[src/rtl/btn_debounce_sched_if.sv]
// Event stream carrying committed button-level changes from btn_debounce_sched
// to the button-command logic.
interface btn_debounce_sched_if #(
    parameter int IW = 2
);
    logic          evt_valid;
    logic          evt_ready;
    logic [IW-1:0] evt_idx;
    logic          evt_level;

    modport master (output evt_valid, output evt_idx, output evt_level, input evt_ready);
    modport slave  (input evt_valid, input evt_idx, input evt_level, output evt_ready);
endinterface

[src/rtl/btn_debounce_sched.sv]
// Multi-button debouncer sharing one countdown timer among all buttons via a
// round-robin grant. Optional bounce-abort counter: define DEBOUNCE_ABORT_CNT_EN.
module btn_debounce_sched #(
    parameter int NBTN        = 4,
    parameter int TIME_PERIOD = 75000,
    parameter int TW          = 17,
    parameter int IW          = 2
) (
    input  logic                  i_clk,
    input  logic                  i_reset,
    input  logic [NBTN-1:0]       i_btn,
    output logic [NBTN-1:0]       o_debounced,
    output logic                  o_busy,
    output logic [IW-1:0]         o_grant_idx,
    btn_debounce_sched_if.master  evt,
    output logic [15:0]           o_abort_cnt
);
    typedef enum logic [1:0] {IDLE, TIMING, COMMIT} state_t;

    localparam logic [TW-1:0] TIMER_LOAD = TW'(TIME_PERIOD - 1);
    localparam logic [IW-1:0] LAST_IDX   = IW'(NBTN - 1);

    state_t          state, state_nx;
    logic [NBTN-1:0] sync_q1, sync_q2, pending;
    logic [IW-1:0]   idx, rr, pick, idx_next;
    logic [TW-1:0]   timer;
    logic            found, do_grant, do_abort, do_commit;

    always_ff @(posedge i_clk or posedge i_reset) begin
        if (i_reset) begin
            sync_q1 <= '0;
            sync_q2 <= '0;
        end else begin
            sync_q1 <= i_btn;
            sync_q2 <= sync_q1;
        end
    end

    assign pending  = sync_q2 ^ o_debounced;
    assign idx_next = (idx == LAST_IDX) ? '0 : idx + IW'(1);

    // First pending button at or above rr, wrapping at NBTN.
    always_comb begin
        int unsigned j;
        j     = 0;
        found = 1'b0;
        pick  = '0;
        for (int unsigned k = 0; k < NBTN; k++) begin
            j = 32'(rr) + k;
            if (j >= 32'(NBTN)) j = j - 32'(NBTN);
            if (!found && pending[j[IW-1:0]]) begin
                found = 1'b1;
                pick  = j[IW-1:0];
            end
        end
    end

    always_ff @(posedge i_clk or posedge i_reset) begin
        if (i_reset) state <= IDLE;
        else         state <= state_nx;
    end

    always_comb begin
        state_nx  = state;
        do_grant  = 1'b0;
        do_abort  = 1'b0;
        do_commit = 1'b0;
        case (state)
            IDLE: begin
                if (found) begin
                    do_grant = 1'b1;
                    state_nx = TIMING;
                end
            end
            TIMING: begin
                if (sync_q2[idx] == o_debounced[idx]) begin
                    do_abort = 1'b1;
                    state_nx = IDLE;
                end else if (timer == '0) begin
                    state_nx = COMMIT;
                end
            end
            COMMIT: begin
                if (!evt.evt_valid || evt.evt_ready) begin
                    do_commit = 1'b1;
                    state_nx  = IDLE;
                end
            end
            default: state_nx = IDLE;
        endcase
    end

    always_ff @(posedge i_clk or posedge i_reset) begin
        if (i_reset) begin
            idx           <= '0;
            rr            <= '0;
            timer         <= '0;
            o_debounced   <= '0;
            evt.evt_valid <= 1'b0;
            evt.evt_idx   <= '0;
            evt.evt_level <= 1'b0;
        end else begin
            if (do_grant) begin
                idx   <= pick;
                timer <= TIMER_LOAD;
            end else if (state == TIMING && !do_abort && timer != '0) begin
                timer <= timer - TW'(1);
            end

            if (do_abort || do_commit) rr <= idx_next;

            // A commit may refill the slot in the same cycle the old event is taken.
            if (do_commit) begin
                o_debounced[idx] <= ~o_debounced[idx];
                evt.evt_valid    <= 1'b1;
                evt.evt_idx      <= idx;
                evt.evt_level    <= ~o_debounced[idx];
            end else if (evt.evt_valid && evt.evt_ready) begin
                evt.evt_valid <= 1'b0;
            end
        end
    end

    assign o_busy      = (state != IDLE);
    assign o_grant_idx = idx;

`ifdef DEBOUNCE_ABORT_CNT_EN
    logic [15:0] abort_cnt;

    always_ff @(posedge i_clk or posedge i_reset) begin
        if (i_reset)                          abort_cnt <= '0;
        else if (do_abort && abort_cnt != '1) abort_cnt <= abort_cnt + 16'd1;
    end

    assign o_abort_cnt = abort_cnt;
`else
    assign o_abort_cnt = '0;
`endif

endmodule

[src/flat_wrapper.sv]
// flat-port wrapper written by rule: the top's interface ports become plain ports
module btn_debounce_sched_flat 
#(
    parameter int NBTN        = 4,
    parameter int TIME_PERIOD = 75000,
    parameter int TW          = 17,
    parameter int IW          = 2
)
  (i_clk, i_reset, i_btn, o_debounced, o_busy, o_grant_idx, o_abort_cnt, evt_evt_valid, evt_evt_idx, evt_evt_level, evt_evt_ready);
  btn_debounce_sched_if #(.IW(IW)) evt_i ();
  input  logic i_clk;
  input  logic i_reset;
  input  logic [NBTN-1:0] i_btn;
  output logic [NBTN-1:0] o_debounced;
  output logic o_busy;
  output logic [IW-1:0] o_grant_idx;
  output logic [15:0] o_abort_cnt;
  output wire logic [$bits(evt_i.evt_valid)-1:0] evt_evt_valid;
  output wire logic [$bits(evt_i.evt_idx)-1:0] evt_evt_idx;
  output wire logic [$bits(evt_i.evt_level)-1:0] evt_evt_level;
  input wire logic [$bits(evt_i.evt_ready)-1:0] evt_evt_ready;
  assign evt_evt_valid = evt_i.evt_valid;
  assign evt_evt_idx = evt_i.evt_idx;
  assign evt_evt_level = evt_i.evt_level;
  assign evt_i.evt_ready = evt_evt_ready;
  btn_debounce_sched #(.NBTN(NBTN), .TIME_PERIOD(TIME_PERIOD), .TW(TW), .IW(IW)) u_core (.i_clk(i_clk), .i_reset(i_reset), .i_btn(i_btn), .o_debounced(o_debounced), .o_busy(o_busy), .o_grant_idx(o_grant_idx), .evt(evt_i), .o_abort_cnt(o_abort_cnt));
endmodule
[config.mk]
export PLATFORM = sky130hd
export DESIGN_NAME = btn_debounce_sched_flat
export DESIGN_NICKNAME = d
export VERILOG_FILES = /design/src/rtl/btn_debounce_sched_if.sv /design/src/rtl/btn_debounce_sched.sv /design/src/flat_wrapper.sv
export SDC_FILE = /design/constraint.sdc
export NUM_CORES = 1
export LEC_CHECK = 0
export CAP_MARGIN = 20
export CORE_UTILIZATION = 53
export DETAILED_ROUTE_END_ITERATION = 7
export GPL_ROUTABILITY_DRIVEN = 0
export PLACE_DENSITY = 0.83
export SLEW_MARGIN = 20
export SYNTH_ARGS = -nofsm -noshare
export SYNTH_HDL_FRONTEND = slang
export SYNTH_SLANG_ARGS = --single-unit
[constraint.sdc]
create_clock -name i_clk -period 2.8 [get_ports i_clk]
set_clock_uncertainty 0.15 [all_clocks]
set_input_delay 0.28 -clock i_clk [delete_from_list [all_inputs] [get_ports i_clk]]
set_output_delay 0.28 -clock i_clk [all_outputs]
set_load 0.05 [all_outputs]
==> results.cfg <==
[cts]
path_clk_slew_ps = 80
post_cts_buffers = 0
cts_hold_buf = 0
clock-sinks = 39
cts_tree = done
htreeDepth = 2
clk_latency_ps = 290
cts_max_path_buffers = 2
numCtsBuffers = 5
cts_resized = 0
clock-root-buffer = clkbuf_8

[flow_run]
cap_violations = 0

[placed_design]
dp_cells = 266
dp_hpwl_mm = 2.827
port_buffers = 17

[grt]
grt_pass1_wl_mm = 7.010
grt_overflow = 0
antenna_found_initial = 0
grt_max_degree = 40
grt_util_all_layers = 0.2211
grt_pass1_vias = 1527

[sta]
hold_violations = 0
slew_headroom = 0.6110
finalSetupTns_ps = 0
period_share = 0.8930
fin_crit_ps = 2500
fmax_mhz = 399.9
tightest_slew_ps = 580.3
slew_violations = 0
finalSetupViolCount = 0
rsz0062_at_grt = false

[layout]
fin_cells = 274
final_cell_mix = dfrtp_1 (39), clkdlybuf4s50_1 (17), conb_1 (16), a21oi_1 (15), nor2_1 (13)
fin_nets = 237
antennaDiodeCount = 0
layout_commonest_cell = dfrtp_1
area_growth_pct = 14.18
nFillCells = 291
drive_above_1_share = 0.1283

[power_and_ir_drop]
seqPwrFrac = 0.367
p_sw_frac = 0.3842
pwr-share-comb = 0.357
p_per_area_mw_per_mm2 = 832.0
ir_drop_uv = 465.2
internal_power_mw = 1.229
p_switching_uw = 766.8
pwr-share-clk = 0.276
p_leak_nw = 0.9851

[yosys]
synth_ff_type = dfrtp_1
seq_area_frac_synth = 0.4646
synth_cells = 206
yosysWarnings = 0
synth_edf_count = 0
async_reset_ff_frac = 1.000
ys_types = 51
synth_seq_cells = 39
postSynthAreaPerCell_um2 = 10.20
netlist_area_mm2 = 0.002101

[setup_path]
cp-end-kind = flop
crit_end = u_core.timer[11]$_DFFE_PP0P_
regToRegEndpoint = u_core.timer[11]$_DFFE_PP0P_
timing.rr.start = u_core.o_debounced[1]$_DFFE_PP0P_
crit_type = reg -> reg
cp_max_fo = 17
rr_worst_depth = 5
crit_arrival_ps = 2560
crit_path_start_kind = flop
reg2reg_setup_slack_ps = 300
critPathLaunch = u_core.o_debounced[1]$_DFFE_PP0P_
critPathRequiredTime_ps = 2860

[drt]
first_pass_iters = 4
via_count = 1669
wl_per_cell_um = 15.19
routed_wl_mm = 4.161
vias_per_cell = 6.091
drt_iter0_drc = 137
drc = 0
drtAntennaViolNets = 0

[floorplan]
core_region_area_mm2 = 0.003744
ioPinCount = 34
start_util = 0.5612
num_rows = 22
die_w_um = 64.96
dieArea_mm2 = 0.004219
fp.dieH_um = 64.96

[outcome]
outcome = finished, final reports clean

[worst_hold_path]
hold_class = reg -> reg
-- final cells by class --
cell class / count / area (µm²) / area share
clock buffer: 5 / 68.82 / 0.02869
clock inverter: 3 / 67.56 / 0.02817
inverter: 6 / 22.52 / 0.009390
multi-input combinational: 152 / 1003 / 0.4184
sequential: 39 / 975.9 / 0.4069
tap: 48 / 60.06 / 0.02504
timing repair buffer: 21 / 200.2 / 0.08346
-- sequential cells by signal, indices dropped and copies added, names as in the netlist --
name / count
u_core.evt.evt_level: 1
u_core.evt.evt_idx: 2
u_core.o_debounced: 4
u_core.sync_q2: 4
u_core.o_grant_idx: 2
u_core.timer: 17
u_core.sync_q1: 4
u_core.state: 2
u_core.rr: 2
u_core.evt.evt_valid: 1
-- worst min path at each step --
stage	start	to	slack [ps]	depth (start not counted)
floorplan	i_btn[0]	u_core.sync_q1[0]$_DFF_PP0_	160	0
global placement	u_core.sync_q1[1]$_DFF_PP0_	u_core.sync_q2[1]$_DFF_PP0_	180	0
detailed placement	u_core.sync_q1[1]$_DFF_PP0_	u_core.sync_q2[1]$_DFF_PP0_	190	0
CTS	u_core.sync_q1[1]$_DFF_PP0_	u_core.sync_q2[1]$_DFF_PP0_	200	0
global route	u_core.sync_q1[1]$_DFF_PP0_	u_core.sync_q2[1]$_DFF_PP0_	210	0
finish	u_core.sync_q1[1]$_DFF_PP0_	u_core.sync_q2[1]$_DFF_PP0_	200	0
-- synth_stat cells (3+ instances only) --
cell type | count | area [µm²]
dfrtp_1 | 39 | 975.9
buf_4 | 16 | 120.1
a21oi_1 | 15 | 75.07
nor2_1 | 13 | 48.80
nand2_1 | 9 | 33.78
a31oi_1 | 8 | 50.05
o21ai_0 | 8 | 40.04
or4_1 | 7 | 52.55
inv_1 | 6 | 22.52
ha_1 | 5 | 62.56
nand2b_1 | 5 | 31.28
o31ai_1 | 5 | 37.54
or3_1 | 5 | 31.28
buf_2 | 4 | 20.02
mux2_2 | 4 | 45.04
nor4_1 | 4 | 25.02
o22ai_1 | 4 | 25.02
clkbuf_1 | 3 | 11.26
mux2i_1 | 3 | 30.03
nand3_1 | 3 | 15.01
or2_2 | 3 | 18.77
-- power by group through the flow --
| stage | registers [mW] | logic, mW | clock network [mW] |
|---|---|---|---|
| floorplan | 0.763 | 0.524 | 0 |
| global placement | 0.737 | 0.688 | 0 |
| detailed placement | 0.742 | 0.705 | 0 |
| CTS | 0.731 | 0.708 | 0.562 |
| global route | 0.745 | 0.781 | 0.586 |
| finish | 0.733 | 0.712 | 0.551 |
-- worst max-delay path, stage by stage (launching register included) --
cell     delay (ps)
dfrtp_1         450
xor2_2          330
o22ai_2         160
or3_1           630
or4_1           550
a21oi_1         160
-- metal layers --
metal | GRT usage | vias to the layer above | routed length [µm]
met1 | 0.2951 | 816 | 1843
met3 | 0.04577 | 10 | 295
met2 | 0.3424 | 80 | 1933
met4 | 0.1056 | 0 | 89
met5 | 0 | - | 0
li1 | - | 763 | -
-- cell families after synthesis --
family | Yosys count | share of synthesized area
muxes | 8 | 0.04645
adders and majority gates | 5 | 0.02978
buffers and inverters | 30 | 0.08457
AOI/OAI and AO/OA | 52 | 0.1578
other | 1 | 0.001785
DFF | 39 | 0.4646
and+or+nand+nor | 65 | 0.1829
xor gates and xnor gates | 6 | 0.03216
-- metrics by stage --
step / setup WS, ps / power, mW / util / cell area, µm² / hold WS, ps
after floorplan: 257.1 / 1.287 / - / 2157 / 161.4
after global placement: 403.9 / 1.425 / 0.6043 / 2262 / 182.3
after detailed placement: 333.0 / 1.447 / 0.6043 / 2262 / 186.3
after CTS: 319.5 / 2.001 / 0.6407 / 2399 / 204.5
after global routing: 138.1 / 2.112 / 0.6407 / 2399 / 208.5
final: 299.6 / 1.996 / 0.6407 / 2399 / 202.6
No activity file was read; power rests on OpenSTA's default activity.
